--- src/rtl/chan_coef_pkg.sv ---
// Shared types and constants for the FIR coefficient sequencer: FSM states,
// ctrl_reg toggle bit indices and status_out field offsets.
package chan_coef_pkg;

    typedef enum logic [1:0] {INIT, IDLE, PEND, SWAP} state_t;

    localparam int CTRL_WR     = 0;
    localparam int CTRL_COMMIT = 1;
    localparam int CTRL_CLEAR  = 2;

    localparam int STAT_PENDING = 0;
    localparam int STAT_BANK    = 1;
    localparam int STAT_OVF     = 2;
    localparam int STAT_BUSY    = 3;
    localparam int STAT_WRCNT   = 8;
    localparam int STAT_CSUM    = 16;

endpackage

--- src/rtl/fir_coef_sequencer_if.sv ---
// Coefficient RAM write port driven by the sequencer into the FIR coefficient RAM.
interface fir_coef_sequencer_if #(parameter int ADDR_W = 3);

    logic              cw_en;
    logic [ADDR_W-1:0] cw_addr;
    logic [31:0]       cw_data;
    logic              cw_bank;

    modport master (output cw_en, output cw_addr, output cw_data, output cw_bank);
    modport slave  (input  cw_en, input  cw_addr, input  cw_data, input  cw_bank);

endinterface

--- src/rtl/chan_toggle_detect.sv ---
// Turns software toggle bits into one-cycle event pulses; while init is high the
// shadow is loaded silently so stale register contents fire nothing.
module chan_toggle_detect #(
    parameter int W = 3
) (
    input  logic         clk,
    input  logic         rst_n,
    input  logic         init,
    input  logic [W-1:0] din,
    output logic [W-1:0] evt
);

    logic [W-1:0] shadow;

    always_ff @(posedge clk or negedge rst_n) begin
        if (!rst_n) begin
            shadow <= '0;
            evt    <= '0;
        end else begin
            shadow <= din;
            evt    <= init ? '0 : (din ^ shadow);
        end
    end

endmodule

--- src/rtl/fir_coef_sequencer.sv ---
// Double-buffered FIR coefficient loader: writes pairs into the inactive bank and
// swaps banks only on sync_in. Define CHAN_COEF_CHECKSUM_EN for the status checksum.
module fir_coef_sequencer
    import chan_coef_pkg::*;
#(
    parameter int NUM_PAIRS = 8,
    parameter int ADDR_W    = 3
) (
    input  logic                  user_clk,
    input  logic                  user_rst_n,
    input  logic [31:0]           coef_reg,
    input  logic [31:0]           ctrl_reg,
    input  logic                  sync_in,
    fir_coef_sequencer_if.master  cw,
    output logic                  bank_sel,
    output logic [31:0]           status_out
);

    localparam logic [ADDR_W:0] LAST    = (ADDR_W+1)'(NUM_PAIRS);
    localparam logic [7:0]      CNT_MAX = 8'(NUM_PAIRS);

    state_t            state, state_d;
    logic [2:0]        evt;
    logic [31:0]       coef_q;
    logic [ADDR_W:0]   wr_addr, wr_addr_d, wr_slot;
    logic [7:0]        wr_count, wr_count_d;
    logic              err_ovf, err_ovf_d, err_busy, err_busy_d, bank_d;
    logic              we_d, clr_ev, idle_now, pend_now, cs_clr;
    logic              en_q;
    logic [ADDR_W-1:0] addr_q;
    logic [31:0]       data_q, status_d;
    logic [15:0]       csum;
    logic              ctrl_unused;

    assign ctrl_unused = ^ctrl_reg[31:3];

    chan_toggle_detect #(.W(3)) u_tog (
        .clk   (user_clk),
        .rst_n (user_rst_n),
        .init  (state == INIT),
        .din   (ctrl_reg[2:0]),
        .evt   (evt)
    );

    // Events resolve in order clear, wr, commit: a clear out of PEND lets the
    // same-cycle wr/commit act as if the block were already idle.
    assign clr_ev   = (state != INIT) && evt[CTRL_CLEAR];
    assign idle_now = (state == IDLE) || ((state == PEND) && clr_ev);
    assign pend_now = (state == PEND) && !clr_ev;
    assign cs_clr   = (state == SWAP) || clr_ev;
    assign wr_slot  = clr_ev ? '0 : wr_addr;

    always_comb begin
        state_d    = state;
        wr_addr_d  = wr_addr;
        wr_count_d = wr_count;
        err_ovf_d  = err_ovf;
        err_busy_d = err_busy;
        bank_d     = bank_sel;
        we_d       = 1'b0;
        if (state == INIT) state_d = IDLE;
        if (state == SWAP) begin
            bank_d     = ~bank_sel;
            wr_addr_d  = '0;
            wr_count_d = '0;
            state_d    = IDLE;
        end
        if (clr_ev) begin
            wr_addr_d  = '0;
            wr_count_d = '0;
            err_ovf_d  = 1'b0;
            err_busy_d = 1'b0;
            if (state == PEND) state_d = IDLE;
        end
        if (evt[CTRL_WR]) begin
            if (idle_now) begin
                if (wr_slot < LAST) begin
                    we_d      = 1'b1;
                    wr_addr_d = wr_slot + 1'b1;
                    if (wr_count_d != CNT_MAX) wr_count_d = wr_count_d + 1'b1;
                end else begin
                    err_ovf_d = 1'b1;
                end
            end else if (pend_now) begin
                err_busy_d = 1'b1;
            end
        end
        if (evt[CTRL_COMMIT] && idle_now) state_d = PEND;
        if (pend_now && sync_in) state_d = SWAP;
    end

    always_comb begin
        status_d                   = '0;
        status_d[STAT_PENDING]     = (state == PEND);
        status_d[STAT_BANK]        = bank_sel;
        status_d[STAT_OVF]         = err_ovf;
        status_d[STAT_BUSY]        = err_busy;
        status_d[STAT_WRCNT +: 8]  = wr_count;
        status_d[STAT_CSUM +: 16]  = csum;
    end

    always_ff @(posedge user_clk or negedge user_rst_n) begin
        if (!user_rst_n) begin
            state      <= INIT;
            coef_q     <= '0;
            wr_addr    <= '0;
            wr_count   <= '0;
            err_ovf    <= 1'b0;
            err_busy   <= 1'b0;
            bank_sel   <= 1'b0;
            en_q       <= 1'b0;
            addr_q     <= '0;
            data_q     <= '0;
            status_out <= '0;
        end else begin
            state      <= state_d;
            coef_q     <= coef_reg;
            wr_addr    <= wr_addr_d;
            wr_count   <= wr_count_d;
            err_ovf    <= err_ovf_d;
            err_busy   <= err_busy_d;
            bank_sel   <= bank_d;
            en_q       <= we_d;
            status_out <= status_d;
            if (we_d) begin
                addr_q <= wr_slot[ADDR_W-1:0];
                data_q <= coef_q;
            end
        end
    end

`ifdef CHAN_COEF_CHECKSUM_EN
    always_ff @(posedge user_clk or negedge user_rst_n) begin
        if (!user_rst_n)  csum <= '0;
        else if (we_d)    csum <= (cs_clr ? 16'h0 : csum) + coef_q[31:16] + coef_q[15:0];
        else if (cs_clr)  csum <= '0;
    end
`else
    logic cs_unused;
    assign cs_unused = cs_clr;
    assign csum      = '0;
`endif

    assign cw.cw_en   = en_q;
    assign cw.cw_addr = addr_q;
    assign cw.cw_data = data_q;
    assign cw.cw_bank = ~bank_sel;

endmodule
--- src/flat_wrapper.sv ---
// flat-port wrapper written by rule: the top's interface ports become plain ports
module fir_coef_sequencer_flat import chan_coef_pkg::*;
#(
    parameter int NUM_PAIRS = 8,
    parameter int ADDR_W    = 3
)
  (user_clk, user_rst_n, coef_reg, ctrl_reg, sync_in, bank_sel, status_out, cw_cw_en, cw_cw_addr, cw_cw_data, cw_cw_bank);
  fir_coef_sequencer_if #(.ADDR_W(ADDR_W)) cw_i ();
  input  logic user_clk;
  input  logic user_rst_n;
  input  logic [31:0] coef_reg;
  input  logic [31:0] ctrl_reg;
  input  logic sync_in;
  output logic bank_sel;
  output logic [31:0] status_out;
  output wire logic [$bits(cw_i.cw_en)-1:0] cw_cw_en;
  output wire logic [$bits(cw_i.cw_addr)-1:0] cw_cw_addr;
  output wire logic [$bits(cw_i.cw_data)-1:0] cw_cw_data;
  output wire logic [$bits(cw_i.cw_bank)-1:0] cw_cw_bank;
  assign cw_cw_en = cw_i.cw_en;
  assign cw_cw_addr = cw_i.cw_addr;
  assign cw_cw_data = cw_i.cw_data;
  assign cw_cw_bank = cw_i.cw_bank;
  fir_coef_sequencer #(.NUM_PAIRS(NUM_PAIRS), .ADDR_W(ADDR_W)) u_core (.user_clk(user_clk), .user_rst_n(user_rst_n), .coef_reg(coef_reg), .ctrl_reg(ctrl_reg), .sync_in(sync_in), .cw(cw_i), .bank_sel(bank_sel), .status_out(status_out));
endmodule
--- config.mk ---
export PLATFORM = sky130hd
export DESIGN_NAME = fir_coef_sequencer_flat
export DESIGN_NICKNAME = d
export VERILOG_FILES = /design/src/rtl/chan_coef_pkg.sv /design/src/rtl/fir_coef_sequencer_if.sv /design/src/rtl/chan_toggle_detect.sv /design/src/rtl/fir_coef_sequencer.sv /design/src/flat_wrapper.sv
export SDC_FILE = /design/constraint.sdc
export NUM_CORES = 1
export LEC_CHECK = 0
export CORE_AREA = 5 5 119 121
export CTS_CLUSTER_DIAMETER = 40
export DETAILED_ROUTE_END_ITERATION = 6
export DIE_AREA = 0 0 124 126
export PLACE_DENSITY = 0.67
export SYNTH_ARGS = -nofsm -noshare
export SYNTH_HDL_FRONTEND = slang
export SYNTH_SLANG_ARGS = --single-unit
--- constraint.sdc ---
create_clock -name user_clk -period 2.8 [get_ports user_clk]
set_clock_uncertainty 0.1 [all_clocks]
set_input_delay 0.42 -clock user_clk [delete_from_list [all_inputs] [get_ports user_clk]]
set_output_delay 0.42 -clock user_clk [all_outputs]
set_load 0.005 [all_outputs]
==> metrics.md, run 1 <==
| Metric | Value |
|---|---|
| Failing checks | `hold timing` |
| Num rows | `42` |
| Met1 GRT Util | `0.114` |
| GRT overflow | `0` |
| Final setup viols | `0` |
| GR met3 Demand/Resource | `0.0395` |
| CTS H-Tree Depth | `3` |
| Clock sink count | `103` |
| Leak | `between 2 and 2.5 nW` |
| TritonCTS clock tree | `done` |
| Initial detailed-routing violation count | `between 100 and 150` |
| Setup Buffers After CTS | `0` |
| Number of buffers created by CTS | `9` |
| Clock Tree Buf Depth | `2` |
| Sequential area share after synthesis | `0.683` |
| Setup Crit Path Kind | `register to register` |
| Share of layout cells above drive strength 1 | `0.171` |
| Wire per inst | `13.6 um` |
| Initial core utilization | `0.291` |
| First-pass GRT wire length | `11800 um` |
| Layout Nets | `408` |
| Worst Tran Pin Value | `0.644 ns` |
| Final RePlAce weighted congestion | `0.745` |
| Fin Setup TNS | `0 ns` |
| Hold Path Class | `input port to asynchronous set/reset pin` |
| Die area | `15600 sq um` |
| Endpoint type of the worst setup path | `register` |
| Hold-fix buffers at CTS | `0` |
| Synth Area in Adders | `0.00331` |
| Pre-CTS WS | `0.767 ns` |
| Cell area power density | `981 nW/um^2` |
| Fin. max-slew vios | `0` |
| RSZ-0062 raised after global routing | `false` |
| Top-count cell post-synth | `dfrtp_1` |
| GRT Max-Usage Layer | `met2` |
| Largest net degree at the start of global routing | `56` |
| Max FO, Critical Path | `39` |
| Final WS setup | `0.770 ns` |
| Final Critical Period | `2.03 ns` |
| Simple-gate area share of the yosys netlist | `0.0610` |
| Post-route ant nets | `0` |
| GR Util met2 | `0.154` |
| Worst ir drop on vdd | `approximately 0.38 mV` |
| Dpl cell area | `4760 sq um` |
| Critical Path AT | `about 2.2 ns` |
| CTS Root Buffer Type | `clkbuf_16` |
| Ant. Diodes | `0` |
| Yosys top cell area share | `0.683` |
| Worst hold slack | `-0.00965 ns` |
| Synth area leader | `dfrtp_1` |
| Max frequency | `493 MHz` |
| DRT Wirelength | `7070 um` |
| Multiplexer share of the synthesized area | `0.128` |
| CP startpoint | `u_core.state[1]$_DFF_PN0_` |
| Vias in the first global route | `about 2.3k` |
| DRT Pass-1 Iters | `4` |
| Clk_lat worst skew | `0.34 ns` |
| Synth area leaders | `dfrtp_1 (68%), mux2_2 (7.5%), buf_4 (4.0%), mux2_4 (4.0%), xnor2_1 (1.4%)` |
| Synth Area in Compound Gates | `0.0444` |
| Async S/R FF share, synth | `1.00` |
| Final-report hold violation count | `8` |
| Post_cts resized | `0` |
| Tot Pwr | `4.96 mW` |
| Netlist cell types | `41` |
| Core area | `between 10000 and 15000 sq um` |
| Run status | `finished with violations` |
| Tcrit/Tclk final | `0.725` |
| Mapped Cells | `250` |
| Average cell area after synthesis | `15.1 sq um` |
| Die W | `124 um` |
| Synth top cells by count | `dfrtp_1 (103), mux2_2 (25), buf_4 (20)` |
| Fin area | `a little over 5000 sq um` |
| Max Cap Viol | `0` |
| Yosys warns | `0` |
| # DRC | `0` |
| Via count | `2140` |
| Post-synth EDFFs | `0` |
| Gr usage total | `0.0977` |
| Buffers added on ports | `87` |
| Die Y | `126 um` |
| Post-Route Utilization | `0.389` |
| Xor and xnor area share after synthesis | `0.0162` |
| Number of synthesized register bits | `103` |
| Slew HR | `0.570` |
| Main combinational cell family by area after synthesis | `multiplexers` |
| Worst r2r src | `u_core.state[1]$_DFF_PN0_` |
| Num ports | `137` |
| CP Data Required Time | `2.92 ns` |
| FILL cells | `1239` |
| Synthesized area | `about 3800 sq um` |
| Initial antenna violation count | `0` |
| Clk slew on worst S/H paths | `0.07 ns` |
| Synth-to-Final Area Change | `33.9%` |
| DPL Wire Length | `4840 um` |
| Critical path startpoint category | `register` |
| Number of vias per cell | `~4.1` |
| Most used DFF post-synth | `dfrtp_1` |
[metal layers]
| layer | routed length, um | share of wire |
|---|---|---|
| met1 | 2780 | 0.39 |
| met2 | 3520 | 0.50 |
| met3 | 588 | 0.083 |
| met4 | 168 | 0.024 |
| met5 | 0 | 0 |
[worst max-delay path: stages, from the launching register on]
cell	delay [ns]
dfrtp_1	0.49
nor2b_1	0.24
o21a_1	0.26
o21ai_4	0.16
buf_12	0.26
mux2_2	0.38
[layout make-up]
type | instances | area, sq um | share of cell area
tap | 176 | 220 | 0.0436
inverter | 6 | 22.5 | 0.00446
clock buffer | 10 | 229 | 0.0453
sequential | 103 | 2580 | 0.510
multi-input combinational | 131 | 1040 | 0.205
timing repair buffer | 89 | 908 | 0.180
clock inverter | 6 | 61.3 | 0.0121
[logic make-up (layout without fill, tap and decap cells)]
kind of cell / Yosys count / after routing
compound gates: 23 / 23
xor+xnor: 7 / 7
fa+ha+maj: 1 / 1
buf+inv: 35 / 111
flops: 103 / 103
mux: 40 / 40
other cells: 1 / 20
simple gates: 40 / 40
[path summary, 6_finish.rpt]
path / to / slack, ns / depth (start not counted)
max in group asynchronous: u_core.coef_q[11]$_DFF_PN0_ / 1.88 / 2
hold / removal: u_core.cw.cw_data[23]$_DFFE_PN0P_ / -0.01 / 1
hold reg to reg: u_core.status_out[3]$_DFF_PN0_ / 0.29 / 0
min in group user_clk: u_core.status_out[3]$_DFF_PN0_ / 0.29 / 0
setup / recovery: u_core.cw.cw_data[19]$_DFFE_PN0P_ / 0.77 / 5
setup reg to reg: u_core.cw.cw_data[19]$_DFFE_PN0P_ / 0.77 / 5
[stage by stage]
stage / hold slack, ns / instances
3_3_place_gp: 0.281 / 505
4_1_cts: 0.00404 / 521
3_5_place_dp: 0.281 / 505
5_1_grt: 0.0321 / 521
2_1_floorplan: 0.0244 / 269
6_report: -0.00965 / 521
[where the power goes]
| part | internal, mW | switching [mW] | total (mW) | leakage [nW] |
|---|---|---|---|---|
| registers | 1.87 | 0.241 | 2.11 | 1.26 |
| clock network | 0.690 | 0.536 | 1.23 | 0.142 |
| logic | 1.04 | 0.583 | 1.63 | 0.842 |
| total | 3.60 | 1.36 | 4.96 | 2.25 |
[flip-flops by register name, summed over array words and instances, names as in the netlist, 2 cells and up]
register	cells
u_core.cw.cw_data	32
u_core.wr_count	8
u_core.state	2
u_core.status_out	12
u_core.u_tog.shadow	3
u_core.wr_addr	4
u_core.coef_q	32
u_core.cw.cw_addr	3
u_core.u_tog.evt	3
[cells in the final DEF, fill, tap and decap left out, types with 2 or more instances in the layout]
master	count
nor2_1	6
mux2_2	25
conb_1	20
mux2i_1	5
a22o_1	2
dfrtp_1	103
xnor2_1	6
and2_1	5
nand3_1	2
nand2_1	12
mux2_4	10
inv_1	6
nor2b_1	2
o21ai_0	5
a32oi_1	2
clkdlybuf4s50_1	86
a21oi_1	3
nor3b_1	2
clkinv_2	3
nand2b_1	3
buf_12	2
nand4_1	3
clkbuf_16	9
No activity file was read; power rests on OpenSTA's default activity.
==> inputs of run 2 (changes only) <==
--- a/config.mk
+++ b/config.mk
@@ -9,7 +9,7 @@
 export CTS_CLUSTER_DIAMETER = 40
 export DETAILED_ROUTE_END_ITERATION = 6
 export DIE_AREA = 0 0 124 126
-export PLACE_DENSITY = 0.67
+export PLACE_DENSITY = 0.69
 export SYNTH_ARGS = -nofsm -noshare
 export SYNTH_HDL_FRONTEND = slang
 export SYNTH_SLANG_ARGS = --single-unit
==> constraint.sdc (replaced) <==
create_clock -name user_clk -period 1.7 [get_ports user_clk]
set_clock_uncertainty 0.1 [all_clocks]
set_input_delay 0.255 -clock user_clk [delete_from_list [all_inputs] [get_ports user_clk]]
set_output_delay 0.255 -clock user_clk [all_outputs]
set_load 0.005 [all_outputs]
==> metrics.md, run 2 (synthesis gave the netlist of run 1 again) <==
| Metric | Value |
|---|---|
| CTS Root Buffer Type | `clkbuf_16 (unchanged)` |
| Vias in the first global route | `2512 (was 2309)` |
| Most frequent cells in the layout | `dfrtp_1 (101), clkdlybuf4s50_1 (85), mux2_4 (33) (was dfrtp_1 (103), clkdlybuf4s50_1 (86), mux2_2 (25))` |
| DPL Wire Length | `5260 um (was 4840 um)` |
| Number of buffers created by CTS | `9 (unchanged)` |
| Buffers added on ports | `87 (unchanged)` |
| Post-route ant nets | `0 (unchanged)` |
| Dpl cell area | `5020 sq um (was 4760 sq um)` |
| Tcrit/Tclk final | `1.08 (was 0.725)` |
| Layout Nets | `447 (was 408)` |
| Synth-to-Final Area Change | `49.1% (was 33.9%)` |
| Final setup viols | `41 (was 0)` |
| Die W | `124 um (unchanged)` |
| GRT overflow | `0 (unchanged)` |
| Endpoint type of the worst setup path | `register (unchanged)` |
| Fin. max-slew vios | `0 (unchanged)` |
| CTS H-Tree Depth | `3 (unchanged)` |
| Final Critical Period | `1.83 ns (was 2.03 ns)` |
| CP max stage cell | `dfrtp_2 (was dfrtp_1)` |
| Gr usage total | `0.108 (was 0.0977)` |
| Cell total after placement | `536 (was 505)` |
| Largest net degree at the start of global routing | `39 (was 56)` |
| Worst hold slack | `0.239 ns (was -0.00965 ns)` |
| Initial core utilization | `0.291 (unchanged)` |
| Cell area power density | `1710 nW/um^2 (was 981 nW/um^2)` |
| Pre-CTS WS | `-0.136 ns (was 0.767 ns)` |
| Share of layout cells above drive strength 1 | `0.276 (was 0.171)` |
| Clk_lat worst skew | `0.35 ns (was 0.34 ns)` |
| Most common cell after layout, fill and taps aside | `dfrtp_1 (unchanged)` |
| First-pass GRT wire length | `12800 um (was 11800 um)` |
| Clock Tree Buf Depth | `2 (unchanged)` |
| Die Y | `126 um (unchanged)` |
| Run status | `finished with violations (unchanged)` |
| CP top delay family | `flip-flops (unchanged)` |
| Max stage delay on crit path | `0.45 ns (was 0.49 ns)` |
| DRT Wirelength | `8030 um (was 7070 um)` |
| Fin area | `5630 sq um (was 5050 sq um)` |
| Max FO, Critical Path | `7 (was 39)` |
| Final WS setup | `-0.130 ns (was 0.770 ns)` |
| Post-Route Utilization | `0.434 (was 0.389)` |
| Initial detailed-routing violation count | `80 (was 112)` |
| Final-report hold violation count | `0 (was 8)` |
| Multi-input gate area | `1180 sq um (was 1040 sq um)` |
| Clock sink count | `103 (unchanged)` |
| Ant. Diodes | `0 (unchanged)` |
| Hold Path Class | `input port to asynchronous set/reset pin (unchanged)` |
| Post-route non-filler standard cell count | `560 (was 521)` |
| # DRC | `0 (unchanged)` |
| Critical path startpoint category | `register (unchanged)` |
| Max Cap Viol | `0 (unchanged)` |
| Num rows | `42 (unchanged)` |
| TritonCTS clock tree | `done (unchanged)` |
| CP Data Required Time | `1.83 ns (was 2.92 ns)` |
| Num ports | `137 (unchanged)` |
| Cell Chain, Critical Path | `nor2b_4 > o21a_1 > o21ai_4 > buf_6 > clkbuf_16 > mux2_2 (was nor2b_1 > o21a_1 > o21ai_4 > buf_12 > mux2_2)` |
| Clk slew on worst S/H paths | `0.07 ns (about the same)` |
| Final RePlAce weighted congestion | `0.788 (was 0.745)` |
| Wire per inst | `14.3 um (was 13.6 um)` |
| DRT Pass-1 Iters | `4 (unchanged)` |
| Die area | `15600 sq um (unchanged)` |
| Initial antenna violation count | `0 (unchanged)` |
| Crit path buf inv count | `2 (was 1)` |
| Setup Crit Path Kind | `register to register (unchanged)` |
| Worst ir drop on vdd | `0.797 mV (was 0.380 mV)` |
| Via count | `2312 (was 2140)` |
| Core area | `13000 sq um (unchanged)` |
| Failing checks | `setup timing (was hold timing)` |
| Number of vias per cell | `4.13 (was 4.11)` |
| Critical Path AT | `1.96 ns (was 2.15 ns)` |
| Leak | `2.62 nW (was 2.25 nW)` |
| FILL cells | `1211 (was 1239)` |
| Max frequency | `546 MHz (was 493 MHz)` |
| Register area | `2580 sq um (about the same)` |
| RSZ-0062 raised after global routing | `true (was false)` |
==> run 2: changes by cell type in the layout (fill, tap and decap cells not counted), sizes merged <==
| cell | change |
|---|---|
| clkinvlp | +1 |
| clkinv | -4 |
| bufinv | +2 |
| dlygate4sd2 | +1 |
| buf | +37 |
| clkbuf | +2 |
| dlygate4sd3 | +1 |
| clkdlybuf4s50 | -1 |
==> run 2: what timing repair did <==
item	in CTS	in global routing
hold buffers	1	0
cloned	2	1
endpoints found under the setup margin	45	47
gates resized for setup	21	20
pin swaps	4	2
endpoints found under the hold margin	84	0
setup buffers	3	1
==> run 2: per-stage QoR <==
stage	setup TNS (ns)	total power, mW
floorplan	-1.81	4.90
global placement	-3.11	6.55
detailed placement	-4.43	6.63
CTS	-3.35	9.50
global route	-6.44	10.2
finish	-3.24	9.62
==> run 2: area by class of cell <==
cell class / count / area share
multi-input cells: 131 / 0.209
well taps: 176 / 0.0391
flip-flops and latches: 103 / 0.458
inverters: 6 / 0.00400
repair buffers: 128 / 0.228
clock inverters: 5 / 0.0187
clock buffers: 11 / 0.0431
==> run 2: layer usage <==
layer  wire (um)  vias to the layer above  track usage
li1            -                     1064            -
met1        3060                     1176        0.124
met2        4270                       60        0.175
met3         595                       12       0.0480
met4         107                        0       0.0419
met5           0                        -            0
==> run 2: path summary, 6_finish.rpt <==
kind | to | depth (start not counted) | start | slack [ns]
setup reg to reg | u_core.cw.cw_data[25]$_DFFE_PN0P_ | 6 | u_core.state[0]$_DFF_PN0_ | -0.13
max in group asynchronous | u_core.cw.cw_data[9]$_DFFE_PN0P_ | 3 | user_rst_n | 0.74
min in group user_clk | u_core.coef_q[9]$_DFF_PN0_ | 1 | coef_reg[9] | 0.24
hold reg to reg | u_core.status_out[3]$_DFF_PN0_ | 0 | u_core.err_busy$_DFF_PN0_ | 0.29
setup / recovery | u_core.cw.cw_data[25]$_DFFE_PN0P_ | 6 | u_core.state[0]$_DFF_PN0_ | -0.13
hold / removal | u_core.coef_q[24]$_DFF_PN0_ | 2 | user_rst_n | 0.24
==> run 2: power by group <==
group          internal [mW]  leakage, nW  switching, mW  total, mW
Combinational           2.52         1.20           1.29       3.81
Clock                   1.48        0.162          0.888       2.37
Sequential              3.08         1.26          0.358       3.44
Total                   7.08         2.62           2.54       9.62
==> run 2: worst reg2reg max path: stages (launching register included) <==
cell and delay, ns:
dfrtp_2 0.45, nor2b_4 0.14, o21a_1 0.21, o21ai_4 0.17, buf_6 0.15, clkbuf_16 0.16, mux2_2 0.33
